## src/rtl/omsp_spm_seq_ctrl_pkg.sv

```systemverilog
// Opcodes, FSM encodings and half-open region helpers shared by the SPM controller and its slots.
`ifndef OMSP_SPM_SEQ_CTRL_PKG_SV
`define OMSP_SPM_SEQ_CTRL_PKG_SV

// Regions are half-open: [a,b) and [c,d) overlap iff a<d && c<b.
`define SPM_OVERLAP(a, b, c, d) (((a) < (d)) && ((c) < (b)))
`define SPM_CONTAINS(s, e, x)   (((x) >= (s)) && ((x) < (e)))

package omsp_spm_seq_ctrl_pkg;

    typedef enum logic [1:0] {
        OP_NONE    = 2'b00,
        OP_ENABLE  = 2'b01,
        OP_DISABLE = 2'b10,
        OP_QUERY   = 2'b11
    } spm_op_e;

    typedef enum logic [1:0] {
        ST_IDLE = 2'b00,
        ST_SCAN = 2'b01,
        ST_RESP = 2'b10
    } spm_state_e;

endpackage

`endif

```

## src/rtl/omsp_spm_slot.sv

```systemverilog
// One protected-module slot: enable bit, public/secret bounds and ID, plus its own
// per-cycle access/entry violation and the contains/overlaps terms used by the scan.
module omsp_spm_slot #(
    parameter int ADDR_W = 16,
    parameter int ID_W   = 16
) (
    input  logic              i_clk,
    input  logic              i_rst_n,
    input  logic              i_wr,
    input  logic              i_clr,
    input  logic [ADDR_W-1:0] i_pub_s,
    input  logic [ADDR_W-1:0] i_pub_e,
    input  logic [ADDR_W-1:0] i_sec_s,
    input  logic [ADDR_W-1:0] i_sec_e,
    input  logic [ID_W-1:0]   i_id,
    input  logic [ADDR_W-1:0] i_pc,
    input  logic [ADDR_W-1:0] i_prev_pc,
    input  logic [ADDR_W-1:0] i_mab,
    input  logic              i_mb_en,
    input  logic [ADDR_W-1:0] i_chk_addr,
    output logic              o_en,
    output logic [ID_W-1:0]   o_id,
    output logic              o_contains,
    output logic              o_overlaps,
    output logic              o_viol
);

    logic              r_en;
    logic [ADDR_W-1:0] r_pub_s, r_pub_e, r_sec_s, r_sec_e;
    logic [ID_W-1:0]   r_id;
    logic              w_pc_in_pub, w_prev_in_pub, w_mab_in_sec;

    always_ff @(posedge i_clk) begin
        if (!i_rst_n || i_clr) begin
            r_en    <= 1'b0;
            r_pub_s <= '0;
            r_pub_e <= '0;
            r_sec_s <= '0;
            r_sec_e <= '0;
            r_id    <= '0;
        end else if (i_wr) begin
            r_en    <= 1'b1;
            r_pub_s <= i_pub_s;
            r_pub_e <= i_pub_e;
            r_sec_s <= i_sec_s;
            r_sec_e <= i_sec_e;
            r_id    <= i_id;
        end
    end

    assign w_pc_in_pub   = `SPM_CONTAINS(r_pub_s, r_pub_e, i_pc);
    assign w_prev_in_pub = `SPM_CONTAINS(r_pub_s, r_pub_e, i_prev_pc);
    assign w_mab_in_sec  = `SPM_CONTAINS(r_sec_s, r_sec_e, i_mab);

    assign o_en       = r_en;
    assign o_id       = r_id;
    assign o_contains = r_en && `SPM_CONTAINS(r_pub_s, r_pub_e, i_chk_addr);
    // The candidate regions arrive on the same bus that later commits them.
    assign o_overlaps = r_en && (`SPM_OVERLAP(r_pub_s, r_pub_e, i_pub_s, i_pub_e) ||
                                 `SPM_OVERLAP(r_pub_s, r_pub_e, i_sec_s, i_sec_e) ||
                                 `SPM_OVERLAP(r_sec_s, r_sec_e, i_pub_s, i_pub_e) ||
                                 `SPM_OVERLAP(r_sec_s, r_sec_e, i_sec_s, i_sec_e));
    assign o_viol     = r_en && ((i_mb_en && w_mab_in_sec && !w_pc_in_pub) ||
                                 (w_pc_in_pub && !w_prev_in_pub && (i_pc != r_pub_s)));

endmodule

```

## src/rtl/omsp_spm_seq_ctrl.sv

```systemverilog
// Sequential SPM controller: enable/disable/query requests scan one slot per cycle
// (accept-to-done NB_SPMS+2 cycles); requests arriving while busy are dropped.
module omsp_spm_seq_ctrl
    import omsp_spm_seq_ctrl_pkg::*;
#(
    parameter int NB_SPMS = 4,
    parameter int ADDR_W  = 16,
    parameter int ID_W    = 16
) (
    input  logic              mclk,
    input  logic              puc_rst_n,
    input  logic [ADDR_W-1:0] pc,
    input  logic [ADDR_W-1:0] eu_mab,
    input  logic              eu_mb_en,
    input  logic [1:0]        eu_mb_wr,
    input  logic              req_valid,
    input  logic [1:0]        req_op,
    input  logic [ADDR_W-1:0] r12,
    input  logic [ADDR_W-1:0] r13,
    input  logic [ADDR_W-1:0] r14,
    input  logic [ADDR_W-1:0] r15,
    output logic              busy,
    output logic              done,
    output logic              result_ok,
    output logic [ID_W-1:0]   result_data,
    output logic              violation
);

    localparam int IDX_W = (NB_SPMS > 1) ? $clog2(NB_SPMS) : 1;

    spm_state_e        r_state, w_state_nxt;
    spm_op_e           r_op;
    logic [ADDR_W-1:0] r_pub_s, r_pub_e, r_sec_s, r_sec_e, r_qaddr, r_req_pc, r_prev_pc;
    logic [IDX_W-1:0]  r_k, r_free_idx, r_hit_idx;
    logic              r_ovl, r_free, r_hit;
    logic [ID_W-1:0]   r_next_id, r_data;
    logic              r_done, r_ok, r_violation;

    logic                w_accept, w_scan_last, w_enable_ok, w_unused;
    logic [ADDR_W-1:0]   w_chk_addr;
    logic [NB_SPMS-1:0]  w_en, w_contains, w_overlaps, w_viol, w_wr, w_clr;
    logic [ID_W-1:0]     w_id [NB_SPMS];

    // Byte strobes are irrelevant: reads and writes into a secret region are equally illegal.
    assign w_unused    = ^eu_mb_wr;
    assign w_accept    = (r_state == ST_IDLE) && req_valid && (req_op != 2'b00);
    assign w_scan_last = (r_k == IDX_W'(NB_SPMS - 1));
    assign w_chk_addr  = (r_op == OP_DISABLE) ? r_req_pc : r_qaddr;
    assign w_enable_ok = (r_pub_s < r_pub_e) && (r_sec_s < r_sec_e) &&
                         !`SPM_OVERLAP(r_pub_s, r_pub_e, r_sec_s, r_sec_e) &&
                         !r_ovl && r_free;

    always_ff @(posedge mclk) begin
        if (!puc_rst_n) r_state <= ST_IDLE;
        else            r_state <= w_state_nxt;
    end

    always_comb begin
        w_state_nxt = r_state;
        w_wr        = '0;
        w_clr       = '0;
        case (r_state)
            ST_IDLE: if (w_accept) w_state_nxt = ST_SCAN;
            ST_SCAN: if (w_scan_last) w_state_nxt = ST_RESP;
            ST_RESP: begin
                w_state_nxt = ST_IDLE;
                if (r_op == OP_ENABLE && w_enable_ok) w_wr[r_free_idx] = 1'b1;
                if (r_op == OP_DISABLE && r_hit)      w_clr[r_hit_idx] = 1'b1;
            end
            default: w_state_nxt = ST_IDLE;
        endcase
    end

    always_ff @(posedge mclk) begin
        if (!puc_rst_n) begin
            r_op <= OP_NONE;
            {r_pub_s, r_pub_e, r_sec_s, r_sec_e, r_qaddr, r_req_pc, r_prev_pc} <= '0;
            {r_k, r_free_idx, r_hit_idx} <= '0;
            {r_ovl, r_free, r_hit}       <= '0;
            r_next_id   <= ID_W'(1);
            r_data      <= '0;
            r_done      <= 1'b0;
            r_ok        <= 1'b0;
            r_violation <= 1'b0;
        end else begin
            r_done      <= 1'b0;
            r_violation <= |w_viol;
            // Only a PC change moves history, so a stalled PC keeps its entry origin.
            if (pc != r_prev_pc) r_prev_pc <= pc;
            if (w_accept) begin
                r_op       <= spm_op_e'(req_op);
                r_pub_s    <= r12;
                r_pub_e    <= r13;
                r_sec_s    <= r14;
                r_sec_e    <= r15;
                r_qaddr    <= r15;
                r_req_pc   <= pc;
                r_k        <= '0;
                r_free_idx <= '0;
                r_hit_idx  <= '0;
                {r_ovl, r_free, r_hit} <= '0;
            end
            if (r_state == ST_SCAN) begin
                r_k <= r_k + 1'b1;
                if (r_op == OP_ENABLE) begin
                    if (w_en[r_k]) begin
                        if (w_overlaps[r_k]) r_ovl <= 1'b1;
                    end else if (!r_free) begin
                        r_free     <= 1'b1;
                        r_free_idx <= r_k;
                    end
                end else if (w_contains[r_k] && !r_hit) begin
                    r_hit     <= 1'b1;
                    r_hit_idx <= r_k;
                end
            end
            if (r_state == ST_RESP) begin
                r_done <= 1'b1;
                if (r_op == OP_ENABLE) begin
                    r_ok   <= w_enable_ok;
                    r_data <= w_enable_ok ? r_next_id : '0;
                    if (w_enable_ok)
                        r_next_id <= (r_next_id == '1) ? ID_W'(1) : r_next_id + 1'b1;
                end else begin
                    r_ok   <= r_hit;
                    r_data <= r_hit ? w_id[r_hit_idx] : '0;
                end
            end
        end
    end

    for (genvar g = 0; g < NB_SPMS; g++) begin : g_slot
        omsp_spm_slot #(
            .ADDR_W (ADDR_W),
            .ID_W   (ID_W)
        ) u_slot (
            .i_clk      (mclk),
            .i_rst_n    (puc_rst_n),
            .i_wr       (w_wr[g]),
            .i_clr      (w_clr[g]),
            .i_pub_s    (r_pub_s),
            .i_pub_e    (r_pub_e),
            .i_sec_s    (r_sec_s),
            .i_sec_e    (r_sec_e),
            .i_id       (r_next_id),
            .i_pc       (pc),
            .i_prev_pc  (r_prev_pc),
            .i_mab      (eu_mab),
            .i_mb_en    (eu_mb_en),
            .i_chk_addr (w_chk_addr),
            .o_en       (w_en[g]),
            .o_id       (w_id[g]),
            .o_contains (w_contains[g]),
            .o_overlaps (w_overlaps[g]),
            .o_viol     (w_viol[g])
        );
    end

    assign busy        = (r_state != ST_IDLE);
    assign done        = r_done;
    assign result_ok   = r_ok;
    assign result_data = r_data;
    assign violation   = r_violation;

endmodule

```

## config.mk

```make
export PLATFORM = sky130hd
export DESIGN_NAME = omsp_spm_seq_ctrl
export DESIGN_NICKNAME = d
export VERILOG_FILES = /design/src/rtl/omsp_spm_seq_ctrl_pkg.sv /design/src/rtl/omsp_spm_slot.sv /design/src/rtl/omsp_spm_seq_ctrl.sv
export SDC_FILE = /design/constraint.sdc
export NUM_CORES = 2
export LEC_CHECK = 0
export ABC_CLOCK_PERIOD_IN_PS = 4200
export BUFFER_PORTS_ARGS = -buffer_cell sky130_fd_sc_hd__buf_2
export CAP_MARGIN = 0
export CORE_ASPECT_RATIO = 1.25
export CORE_MARGIN = 2
export CORE_UTILIZATION = 45
export DETAILED_ROUTE_END_ITERATION = 12
export PLACE_DENSITY = 0.66
export SLEW_MARGIN = 10
export SYNTH_ARGS = -nofsm -noshare
export SYNTH_HDL_FRONTEND = slang
export SYNTH_HIERARCHICAL = 1
export SYNTH_SLANG_ARGS = --single-unit
```

## constraint.sdc

```tcl
create_clock -name mclk -period 4.2 [get_ports mclk]
set_clock_uncertainty 0.1 [all_clocks]
set_input_delay 0.84 -clock mclk [delete_from_list [all_inputs] [get_ports mclk]]
set_output_delay 0.84 -clock mclk [all_outputs]
set_load 0.1 [all_outputs]
```

==> results.cfg <==
[run_status]
outcome = complete, no violations

[sta]
period_minus_slack_ns = 4.147
relSlewSlack_pct = 31.13
final.setup.tns_ns = 0
fin_ws_ns = 0.05350
finalCritPeriodShare_pct = 98.73
fmax_ghz = 0.2412
slew_violations = 0
fin_hold_ws_ns = 0.3206
rsz0062_at_grt = false
setup_viol = 0
worst_pin_slew_ns = 1.007
hold_viol_final = 0

[critical_path]
crit_end = r_ovl
crit_chain = inv_1 -> ha_1 -> nand4_1 -> a2111oi_1 -> buf_4 -> a2111oi_0 -> a31oi_1 -> o221ai_1 -> mux4_2 -> a32oi_1 -> nor2_1
r2r-end = r_ovl
critPathCaptureType = flop
start_kind = flop
crit_fanout = 8
cp_data_required_time_ns = 4.62
critPathKind = flop to flop
crit_slowest_cell = dfxtp_1
reg2reg_from = r_qaddr[13]
reg2reg_depth = 11
arrival_ns = 4.57
max_stage_delay_ns = 0.85
startpoint = r_qaddr[13]
rrSetupSlack_ns = 0.05

[pwr]
internal_power_uw = 8771
power_switching_uw = 4169
sequentialPowerShare_pct = 35.8
power_frac_comb_pct = 22.5
p_clk_share_pct = 41.6
vdd_drop_max_v = 0.0003086
swShare_pct = 32.22
p_leak_uw = 0.01895
powerDensity_nw_per_um2 = 281.6

[clock_tree]
cts.clk_slew.worst_paths_ns = 0.06
cts_resized = 0
cts_sinks = 468
clk_latency_ns = 0.65
htree_levels = 2
cts_tree = yes
clockBufferDepth = 3
cts_buffers = 55
hold_buffers = 0
clockRootBuffer = clkbuf_16
cts_setup_buffers = 0

[finish]
instances_no_fill = 6182
nets = 6085
nFillCells = 8537
area_growth_pct = 12.98
drive_gt1_share_pct = 9.324

[hold_path]
hp-class = input port to flop

[detailed_routing]
drt-wirelength-per-cell_um = 26.18
vias_per_cell = 6.063
via_count = 37480
first_iter_violations = 2975
drt_wl_total_um = 161800
drc = 0
wl_met2_um = 72080
final_antenna_net_count = 0
routed.top_layer = met5
dr.pass1.iters = 6
route.met3.wl_um = 9627
wl_met1_um = 63590

[grt]
grt_pass1_vias = 36000
grt_pass1_wl_um = 233800
antenna_found_initial = 18
track_usage_pct = 34.21
grt_start_max_net_pins = 93
overflow = 0

[synth]
ys_ff_latch = 468
post_synth.cell_area_avg_um2 = 8.621
ys.flop_type = dfxtp_1
yosysSeqAreaShare_pct = 23.03
ys_warn_count = 6
synthesis.area_um2 = 40680
synth_async_sr_flop_share_pct = 0
synth-edff-count = 0
netlist_instances = 4719
ys_types = 68
syn_nets = 5861

[floorplan]
die-area_um2 = 92840
initial_core_util_pct = 45.34
die_w_um = 272.9
die_y_um = 340.2
fp.coreArea_um2 = 89720
num_rows = 123
ios = 124

[run]
cap_violations = 0

[place]
dp_hpwl_um = 126000
port_buffers = 121
gp_congestion = 1.029
place_inst = 6073
post-place-ws_ns = 0.1478
-- state kept, by name, indices dropped and copies added (netlist names), 64 cells and up --
register               flops
g_slot.u_slot/r_pub_s     64
g_slot.u_slot/r_sec_e     64
g_slot.u_slot/o_id        64
g_slot.u_slot/r_pub_e     64
g_slot.u_slot/r_sec_s     64
-- worst min-delay path by stage --
| stage | startpoint | endpoint | slack, ns | cells past startpoint |
|---|---|---|---|---|
| after floorplan | r_req_pc[0] | r_req_pc[0] | 0.33 | 2 |
| after global placement | r_req_pc[8] | r_req_pc[8] | 0.34 | 2 |
| after detailed placement | r_req_pc[11] | r_req_pc[11] | 0.35 | 2 |
| after CTS | r13[4] | r_pub_e[4] | 0.30 | 3 |
| after global routing | r13[4] | r_pub_e[4] | 0.33 | 3 |
| final | r13[4] | r_pub_e[4] | 0.32 | 3 |
-- power by group through the flow --
stage	clock network, µW	logic (µW)	registers (µW)
floorplan	0	1590	4700
global placement	0	2770	4730
detailed placement	0	2830	4730
CTS	5440	2850	4630
global route	5620	3140	4640
finish	5380	2920	4640
-- layout make-up --
type,instances,area [µm²],share of cell area [%]
Clock buffer,67,1461,3.180
Clock inverter,34,523.0,1.138
Multi-Input combinational cell,3692,29280,63.71
Sequential cell,468,9369,20.38
Antenna cell,8,20.02,0.04356
Tap cell,1187,1485,3.231
Timing Repair Buffer,292,2190,4.764
Inverter,434,1632,3.550
-- layer usage --
metal,global-route usage [%],vias to the layer above
met2,54.61,1418
met1,40.90,17920
met5,0,-
met3,4.170,524
met4,28.92,6
li1,-,17610
-- synthesized netlist by cell type, types with 62 or more instances --
| master | count | area (µm²) |
|---|---|---|
| a21oi_1 | 387 | 1937 |
| o21ai_0 | 187 | 935.9 |
| inv_1 | 433 | 1625 |
| a21o_1 | 115 | 863.3 |
| nand2_1 | 327 | 1227 |
| clkbuf_1 | 87 | 326.6 |
| nand3_1 | 74 | 370.4 |
| nor2_1 | 475 | 1783 |
| dfxtp_1 | 468 | 9369 |
| nand4_1 | 137 | 857.1 |
| mux2i_1 | 327 | 3273 |
| ha_1 | 1038 | 12990 |
| a211oi_1 | 62 | 465.5 |
| nand2b_1 | 85 | 531.8 |
-- cells in the final DEF, fill, tap and decap left out, types with 43 or more instances in the layout --
cell type  synthesis  layout
a21oi_1          387     382
a21o_1           115     115
a2111oi_0         45      43
mux2i_1          327     327
buf_2              6     121
ha_1            1038    1038
buf_4              0     147
nand3_1           74      74
a211oi_1          62      62
inv_1            433     433
nor2_1           475     475
nand2_1          327     327
dfxtp_1          468     468
nand2b_1          85      81
nand4_1          137     137
clkbuf_16          0      55
o21ai_0          187     185
-- through the flow --
step / utilization, % / instance area, µm² / power (µW)
after CTS: 51.18 / 45920 / 12920
after global placement: 48.97 / 43940 / 7497
after global routing: 51.22 / 45960 / 13400
after detailed placement: 48.97 / 43940 / 7561
after floorplan: - / 40680 / 6289
final: 51.23 / 45960 / 12940
-- kinds of logic after synthesis --
logic type,synth area share [%]
simple gates,15.04
fa+ha+maj,31.92
compound gates,15.14
buf+inv,5.213
flops,23.03
mux,9.651
-- critical path: cells and delay by family (launching register included) --
family	cells	cell delay (ns)
buffers and inverters	2	0.39
multiplexers	1	0.56
flip-flops	1	0.85
AND/OR/NAND/NOR	2	0.49
AO/OA/AOI/OAI	5	1.31
adder cells (fa/ha/maj)	1	0.35
Power figures use the tool's default switching activity.
